`src/rtl/lsc_pkg.sv`:
```
// Shared widths, packing offsets, FSM states and constants
// for the local store sequencer.
package lsc_pkg;

  function automatic int ctrl_w(input int depth, input int a);
    return 8 + 3 * depth + 2 * a;
  endfunction

  function automatic int inst_w(input int depth, input int a,
                                input int r);
    return r + ctrl_w(depth, a);
  endfunction

  function automatic int pe_w(input int depth, input int a);
    return 2 * depth + 2 * a;
  endfunction

  function automatic int init_lsb(input int depth, input int a);
    return pe_w(depth, a);
  endfunction

  function automatic int ctl_lsb(input int depth, input int a);
    return pe_w(depth, a) + depth;
  endfunction

  function automatic int rep_lsb(input int depth, input int a);
    return ctrl_w(depth, a);
  endfunction

  typedef enum logic {
    S_IDLE  = 1'b0,
    S_ISSUE = 1'b1
  } lsc_state_e;

  localparam logic [7:0] LSC_NOP = 8'h00;

endpackage

```
`src/rtl/local_store_sequencer_fifo.sv`:
```
// Small synchronous FIFO holding packed instructions.
// Head entry is read combinationally.
module inst_fifo #(
  parameter int WIDTH = 36,
  parameter int FD    = 2
) (
  input  logic             clk_i,
  input  logic             rst_i,
  input  logic             push_i,
  input  logic             pop_i,
  input  logic [WIDTH-1:0] din_i,
  output logic [WIDTH-1:0] dout_o,
  output logic [FD:0]      count_o
);

  localparam logic [FD:0]   FULL = (FD+1)'(2**FD);
  localparam logic [FD:0]   C1   = (FD+1)'(1);
  localparam logic [FD-1:0] P1   = FD'(1);

  logic [WIDTH-1:0] mem_q [2**FD];
  logic [FD-1:0]    wr_q, rd_q;
  logic [FD:0]      cnt_q;
  logic             do_push, do_pop;

  assign do_push = push_i && (cnt_q != FULL);
  assign do_pop  = pop_i && (cnt_q != '0);
  assign dout_o  = mem_q[rd_q];
  assign count_o = cnt_q;

  // Storage write; contents need no reset.
  always_ff @(posedge clk_i) begin
    if (do_push) mem_q[wr_q] <= din_i;
  end

  // Pointer and occupancy bookkeeping.
  always_ff @(posedge clk_i) begin
    if (rst_i) begin
      wr_q  <= '0;
      rd_q  <= '0;
      cnt_q <= '0;
    end else begin
      if (do_push) wr_q <= wr_q + P1;
      if (do_pop)  rd_q <= rd_q + P1;
      if (do_push && !do_pop)      cnt_q <= cnt_q + C1;
      else if (!do_push && do_pop) cnt_q <= cnt_q - C1;
    end
  end

endmodule

```
`src/rtl/local_store_sequencer.sv`:
```
// Streams buffered control instructions into the local store
// controller, repeating each for its programmed cycle count.
module local_store_sequencer
  import lsc_pkg::*;
#(
  parameter int depth = 2,
  parameter int A     = 7,
  parameter int R     = 8,
  parameter int FD    = 2
) (
  input  logic                     CLK,
  input  logic                     RST,
  input  logic                     instValid,
  output logic                     instReady,
  input  logic [inst_w(depth,A,R)-1:0] instData,
  input  logic                     hold,
  output logic [7:0]               controlSignal,
  output logic [depth-1:0]         initSettings,
  output logic [pe_w(depth,A)-1:0] peConfig,
  output logic                     issueValid,
  output logic                     lastIssue,
  output logic                     busy,
  output logic [FD:0]              fifoCount
);

  localparam int IW  = inst_w(depth, A, R);
  localparam int PW  = pe_w(depth, A);
  localparam int ILS = init_lsb(depth, A);
  localparam int CLS = ctl_lsb(depth, A);
  localparam int RLS = rep_lsb(depth, A);

  localparam logic [FD:0]  FULL = (FD+1)'(2**FD);
  localparam logic [FD:0]  C1   = (FD+1)'(1);
  localparam logic [R-1:0] N1   = R'(1);

  lsc_state_e       state_q, state_d;
  logic [R-1:0]     cnt_q;
  logic [7:0]       cur_ctl_q;
  logic [7:0]       ctl_q;
  logic [depth-1:0] ini_q;
  logic [PW-1:0]    pe_q;
  logic             valid_q, last_q, busy_q;

  logic [IW-1:0]    head;
  logic [FD:0]      fcnt, fcnt_d;
  logic             push, load, step, go_idle, busy_d;

  assign instReady = (fcnt < FULL);
  assign push      = instValid && instReady;

  inst_fifo #(
    .WIDTH (IW),
    .FD    (FD)
  ) u_fifo (
    .clk_i   (CLK),
    .rst_i   (RST),
    .push_i  (push),
    .pop_i   (load),
    .din_i   (instData),
    .dout_o  (head),
    .count_o (fcnt)
  );

  // Issue decisions for the coming cycle.
  always_comb begin
    load    = !hold && (fcnt != '0) &&
              ((state_q == S_IDLE) || (cnt_q == '0));
    step    = (state_q == S_ISSUE) && !hold && (cnt_q != '0);
    go_idle = (state_q == S_ISSUE) && !hold &&
              (cnt_q == '0) && (fcnt == '0);
    state_d = state_q;
    if (load)         state_d = S_ISSUE;
    else if (go_idle) state_d = S_IDLE;
    fcnt_d = fcnt;
    if (push && !load)      fcnt_d = fcnt + C1;
    else if (!push && load) fcnt_d = fcnt - C1;
    busy_d = (state_d == S_ISSUE) || (fcnt_d != '0);
  end

  // Sequencer FSM, repeat counter and registered outputs.
  always_ff @(posedge CLK) begin
    if (RST) begin
      state_q   <= S_IDLE;
      cnt_q     <= '0;
      cur_ctl_q <= LSC_NOP;
      ctl_q     <= LSC_NOP;
      ini_q     <= '0;
      pe_q      <= '0;
      valid_q   <= 1'b0;
      last_q    <= 1'b0;
      busy_q    <= 1'b0;
    end else begin
      state_q <= state_d;
      busy_q  <= busy_d;
      if (load) begin
        cnt_q     <= head[RLS +: R];
        cur_ctl_q <= head[CLS +: 8];
        ctl_q     <= head[CLS +: 8];
        ini_q     <= head[ILS +: depth];
        pe_q      <= head[0 +: PW];
        valid_q   <= 1'b1;
        last_q    <= (head[RLS +: R] == '0);
      end else if (step) begin
        cnt_q   <= cnt_q - N1;
        ctl_q   <= cur_ctl_q;
        valid_q <= 1'b1;
        last_q  <= (cnt_q == N1);
      end else begin
        ctl_q   <= LSC_NOP;
        valid_q <= 1'b0;
        last_q  <= 1'b0;
      end
    end
  end

  assign controlSignal = ctl_q;
  assign initSettings  = ini_q;
  assign peConfig      = pe_q;
  assign issueValid    = valid_q;
  assign lastIssue     = last_q;
  assign busy          = busy_q;
  assign fifoCount     = fcnt;

endmodule

```
`config.mk`:
```
export PLATFORM = sky130hd
export DESIGN_NAME = local_store_sequencer
export DESIGN_NICKNAME = d
export VERILOG_FILES = /design/src/rtl/lsc_pkg.sv /design/src/rtl/local_store_sequencer_fifo.sv /design/src/rtl/local_store_sequencer.sv
export SDC_FILE = /design/constraint.sdc
export NUM_CORES = 1
export LEC_CHECK = 0
export CAP_MARGIN = 20
export CORE_AREA = 2 2 150 152
export CTS_CLUSTER_DIAMETER = 120
export DETAILED_ROUTE_END_ITERATION = 8
export DIE_AREA = 0 0 152 154
export PLACE_DENSITY = 0.57
export SYNTH_ARGS = -nofsm -noshare
export SYNTH_HDL_FRONTEND = slang
export SYNTH_SLANG_ARGS = --single-unit
```
`constraint.sdc`:
```
create_clock -name CLK -period 4 [get_ports CLK]
set_input_delay 0.8 -clock CLK [delete_from_list [all_inputs] [get_ports CLK]]
set_output_delay 0.8 -clock CLK [all_outputs]
set_load 0.1 [all_outputs]
```
After elaboration in Yosys (flattened, before gate mapping) --
Memories as Yosys holds them, arrays and structs flattened. A register that Yosys moved wholly into a read port is not among the register bits. Index checks and enable logic that the tools add are counted.
Word-level totals: register bits 55, RAM bits 144, bits of input ports 40, output and inout port bits 35, logic and storage cells 68, memories kept 1
Memory list:
- u_fifo.mem_q | depth 4, width 36, read ports 1, clocked after Yosys merged registers in 1, wr ports 1, line local_store_sequencer_fifo.sv:20 | logic [WIDTH-1:0] mem_q [2**FD];
Cells by class: add/sub/neg operators 5, $lt $le $gt $ge 1, eq/ne operators 2, muxes and demuxes 18, bitwise operators 1, reductions and logical operators 28
Operators by type and width (count):
- 8-bit two-way mux | 4
- 8-bit logical NOT | 2
- 1-bit logical AND | 13
- 3-bit two-way mux | 4
- 8-bit by 1-bit == test with 1-bit output, second input constant | 1
- 1-bit two-way mux | 8
- 8-bit nonzero test | 1
- 8-bit by 1-bit subtractor with 8-bit output, second input constant | 1
- 3-bit nonzero test | 2
- 1-bit logical NOT | 5
- 2-bit by 1-bit adder with 2-bit output, second input constant | 2
- 2-bit two-way mux | 2
- 2-bit nonzero test | 2
- 3-bit by 1-bit adder with 3-bit output, second input constant | 1
- 3-bit logical NOT | 1
- 3-bit < comparator, second input constant | 1
- 3-bit inequality test, second input constant | 1
- 3-bit by 1-bit subtractor with 3-bit output, second input constant | 1
- 1-bit logical OR | 2
- 1-bit NOT | 1

Longest topological paths before layout --
depth in word-level cells 8, mapped depth 13, depth with buffers taken out 11

Hierarchy --
Synthesis repeated with hierarchy kept, for this count alone.
Second synthesis, totals: cell total of the unflattened synthesis 485, area, all modules 7816.2 µm²
By module, submodules not included:
- inst_fifo | times used 1, cells an instance 234, area an instance 5704.2 µm², seq. area each 4504.3 µm²
- local_store_sequencer | times used 1, cells an instance 251, area an instance 2112.0 µm², seq. area each 960.9 µm²

Least setup slack after synthesis --
No wires, ideal clock.
path type register to register, start register u_fifo.cnt_q[0], in the netlist u_fifo.count_o[0], end register u_fifo.cnt_q[2], in the netlist u_fifo.count_o[2], library setup time 0.070 ns, data arrival time 2.978 ns, data required time 3.930 ns, slack 0.951 ns, cell stages (with the launch flop) 11, buffers on the path 1, period minus slack after synthesis 3.049 ns, path through dfxtp_1 > inv_1 > ha_1 > nand2b_1 > nand2b_1 > nor2_8 > inv_2 > clkbuf_1 > ha_1 > or3_1 > a21oi_1
Between the ends: longest elaborated chain between the ends 7, elaborated cells on any way between the ends 17, those cells by class 2 x add/sub; 1 x order compare; 1 x eq/ne; 2 x mux; 11 x reduce/logical
Ends and longest elaborated chain:
- from (decl) | line local_store_sequencer_fifo.sv:22 | logic [FD:0] cnt_q;
- from (signal assigned) | line local_store_sequencer_fifo.sv:44 | if (do_push && !do_pop) cnt_q <= cnt_q + C1;
- from (signal assigned) | line local_store_sequencer_fifo.sv:45 | else if (!do_push && do_pop) cnt_q <= cnt_q - C1;
- parallel branches: the longest is 7 deep, another holds 3-bit < comparator
Several ways; the timed one is not identified. The select of a mux whose other input is x is not followed. A chain may end at the register's enable or synchronous reset.

Worst setup path after layout --
start register u_fifo.cnt_q[0], in the netlist u_fifo.count_o[0], end output fifoCount[0]
RTL lines:
- to (decl) | line local_store_sequencer.sv:23 | output logic [FD:0] fifoCount
No word-level cell between the ends.

==> results summary <==
The die area is 23400 µm². The count of standard-cell rows is 54. The number of gates on the worst path with buffers counted is 1.

The worst endpoint data arrival time is 2.12 ns. The setup total negative slack came out at 0 ns. 75 I/O pins were placed. Summing the sequential cell areas from Yosys gives 72.3% of the chip area. The library cell occupying the most area in the post-synthesis netlist is edfxtp_1. The initial antenna violation count came out at 0.

The kind of cell with the highest combined delay along the critical path is buffers and inverters. After synthesis, the share of flip-flops with an asynchronous set or reset is 0%. The max-cap check violation count came out at 0.

The final cycle utilization of the critical path is 73.0%. Counting every net in the synthesized netlist gives 527. The via count of the first global-routing pass came out at 4236. The TritonCTS buffer count is 21. The number of synthesized flops with an enable pin is 144. Once the clock tree was built, the resizer swapped 0 gates to a different size. Setup repair after global routing left no endpoint under its margin. Clock-pin slew was measured on the worst setup and hold paths at 0.06 ns. The clock arrives with 0.0111 ns of skew. The congestion estimate from routability-driven global placement came to 0.745.

The first global-routing pass estimated 23.0 mm of wire. Along the worst hold path, the cell count comes to 2. The wire-length estimate of the detail-placed layout is 8.93 mm.

After global routing the overflow that remains totals 0. Counting tap cells, the placed design contains a total of 815 instances. The count of cell types in the netlist is 42. The die width came out at 152 µm. The number of cells in the finished layout apart from fillers came out at 853. The critical path class is flop to primary output. The most common cell after layout, fill and taps aside is edfxtp_1.

The TritonCTS clock tree is yes. The largest fanout on the critical path is 6. The total count of hold-check failures in the final report came out at 0.

The first routing iteration left 225 violations. The number of buffers between clock root and the deepest sink is 3. In the routed layout, each cell is associated on average with a via count of 4.90. The setup violation total in the final timing report came out at 0. The highest clock frequency the design can meet came out at 0.342 GHz.

A synthesized cell averages 15.9 µm². The flow ran to the end, and the final reports show no timing, DRC or antenna violations. Counting every sink on the clock net gives 201. The clock latency on the worst-skew pair came out at 0.50 ns.

The largest net degree at the start of global routing is 40. The depth of the most critical reg-to-reg path is 9. The number of setup buffers added after CTS is 0.

The filler cell count came out at 1934. The net total in the final layout came out at 608. The largest stage delay on the critical path is 1.18 ns. The number of iterations in the first detailed-routing pass is 4. The number of warnings issued by yosys is 0. The chip height came out at 154 µm.

The tightest slew margin relative to the limit came out at 32.2%. The vias after detailed routing came out at 4181. The remaining number of nets flagged by the antenna check after routing is 0. The count of inserted antenna diode cells is 0. At the worst endpoint, the required time is 3.20 ns. The post-route netlist has 15.5% of its cells at a drive strength greater than 1.

The class of the worst hold path is flop to flop. The startpoint type of the worst setup path is a flop. In this run the clock root is driven by a clkbuf_16. The slowest stage of the critical path is the clkdlybuf4s50_1 cell.

The actual transition at the worst max-transition pin is 1.02 ns. Once the floorplan was initialized, standard cells occupied 34.9% of the core. Across every metal layer, demand over resource in global routing totals 12.4%. Counting every instance in the synthesized netlist gives 477. The number of max-slew violations in the final report came out at 0. The number of buffers inserted for hold repair after clock tree synthesis came out at 0. The post-route DRC violation count is 0. Sorting the synthesized cells by area gives the leading types as edfxtp_1, dfxtp_1, mux4_2, nand2_1, a21oi_1. For the finished layout, the period the worst path requires is 2.92 ns. The buffer and inverter count on the worst path came out at 1. After synthesis the netlist holds a flip-flop and latch count of 201. After synthesis, the largest area contributor takes up 57.2% of total cell area.

The number of input and output port buffers inserted is 74. The top cell types in the final layout, fill and taps aside, are edfxtp_1, clkdlybuf4s50_1, nand2_1. The worst setup path is captured at a primary output.

In this run the number of H-tree levels came out at 1. The final routed wire length divided by cell count came out at 17.2 µm. For this design the ratio of total power to cell area is 773 nW/µm². VDD sags by at most 0.300 mV. Walking the worst path, the cells encountered are clkdlybuf4s50_1.

The total area inside the core boundary comes to 21700 µm². The total routed wirelength is 14.7 mm. In this run the static leakage power is 3.01 nW. The layout-stage area growth over the synthesis result is 22.7%.

In this run the cell area of the synthesized design comes to 7560 µm². In the synthesized netlist the dominant register cell turns out to be edfxtp_1.
==> per-layer routing <==
layer  track usage (%)  vias up  part of all wire (%)
li1                  -     1965                     -
met1              16.3     2103                    45
met2              21.1       94                    49
met3              2.65       19                   4.2
met4              3.25        0                   1.5
met5                 0        -                     0
==> flip-flops by register name, summed over array words and instances (netlist names), named ones only <==
| name | count |
|---|---|
| busy | 1 |
| cnt_q | 8 |
| controlSignal | 8 |
| cur_ctl_q | 8 |
| initSettings | 2 |
| issueValid | 1 |
| lastIssue | 1 |
| peConfig | 18 |
| state_q | 1 |
| u_fifo.count_o | 3 |
| u_fifo.mem_q | 144 |
| u_fifo.rd_q | 2 |
| u_fifo.wr_q | 2 |
==> stage by stage <==
stage	hold WS [ns]	cell area, µm²	total power, W	setup slack [ns]	util, %
2_1_floorplan	0.437	7560	0.00477	0.951	-
3_3_place_gp	0.441	8610	0.00533	0.936	39.7
3_5_place_dp	0.447	8610	0.00539	0.885	39.7
4_1_cts	0.455	9280	0.00726	1.05	42.8
5_1_grt	0.471	9280	0.00755	1.02	42.8
6_report	0.454	9280	0.00717	1.08	42.8
==> tightest hold or removal path, stage by stage (launching register included) <==
cell     delay, ns
dfxtp_1       0.31
nand2_1       0.05
a21oi_1       0.05
==> worst paths after layout <==
kind,end,start,slack (ns)
setup reg to reg,u_fifo.count_o[2],cnt_q[0],1.41
setup / recovery,fifoCount[0],u_fifo.count_o[0],1.08
hold reg to reg,peConfig[4],peConfig[4],0.45
hold / removal,peConfig[4],peConfig[4],0.45
==> area by class of cell <==
type                            count  area, µm²  area share (%)
Multi-Input combinational cell    242       1960            21.1
Tap cell                          280        350            3.78
Clock inverter                     11       87.6           0.944
Timing Repair Buffer               82        796            8.58
Clock buffer                       27        578            6.23
Inverter                           10       37.5           0.405
Sequential cell                   201       5470            58.9
==> kinds of logic after synthesis <==
family	after synthesis	share of synthesized area, %
flops	201	72.3
fa+ha+maj	10	1.65
simple gates	116	7.02
buf+inv	34	1.87
xor+xnor	6	0.695
mux	37	10.9
compound gates	73	5.63
==> power breakdown <==
part | leakage, nW | internal (W) | switching, W | total, W
Combinational | 0.903 | 0.000840 | 0.00158 | 0.00242
Sequential | 1.79 | 0.00264 | 0.000258 | 0.00290
Clock | 0.319 | 0.00109 | 0.000765 | 0.00185
Total | 3.01 | 0.00457 | 0.00261 | 0.00717
==> synth_stat cells (4+ instances only) <==
cell type	number
a211oi_1	4
a21oi_1	46
and2_1	4
buf_2	11
clkbuf_1	12
dfxtp_1	57
edfxtp_1	144
ha_1	10
inv_1	9
mux4_2	36
nand2_1	66
nand3_1	5
nor2_1	18
nor3_1	4
o21ai_0	9
xor2_1	4
(Power assumes the default switching activity.)
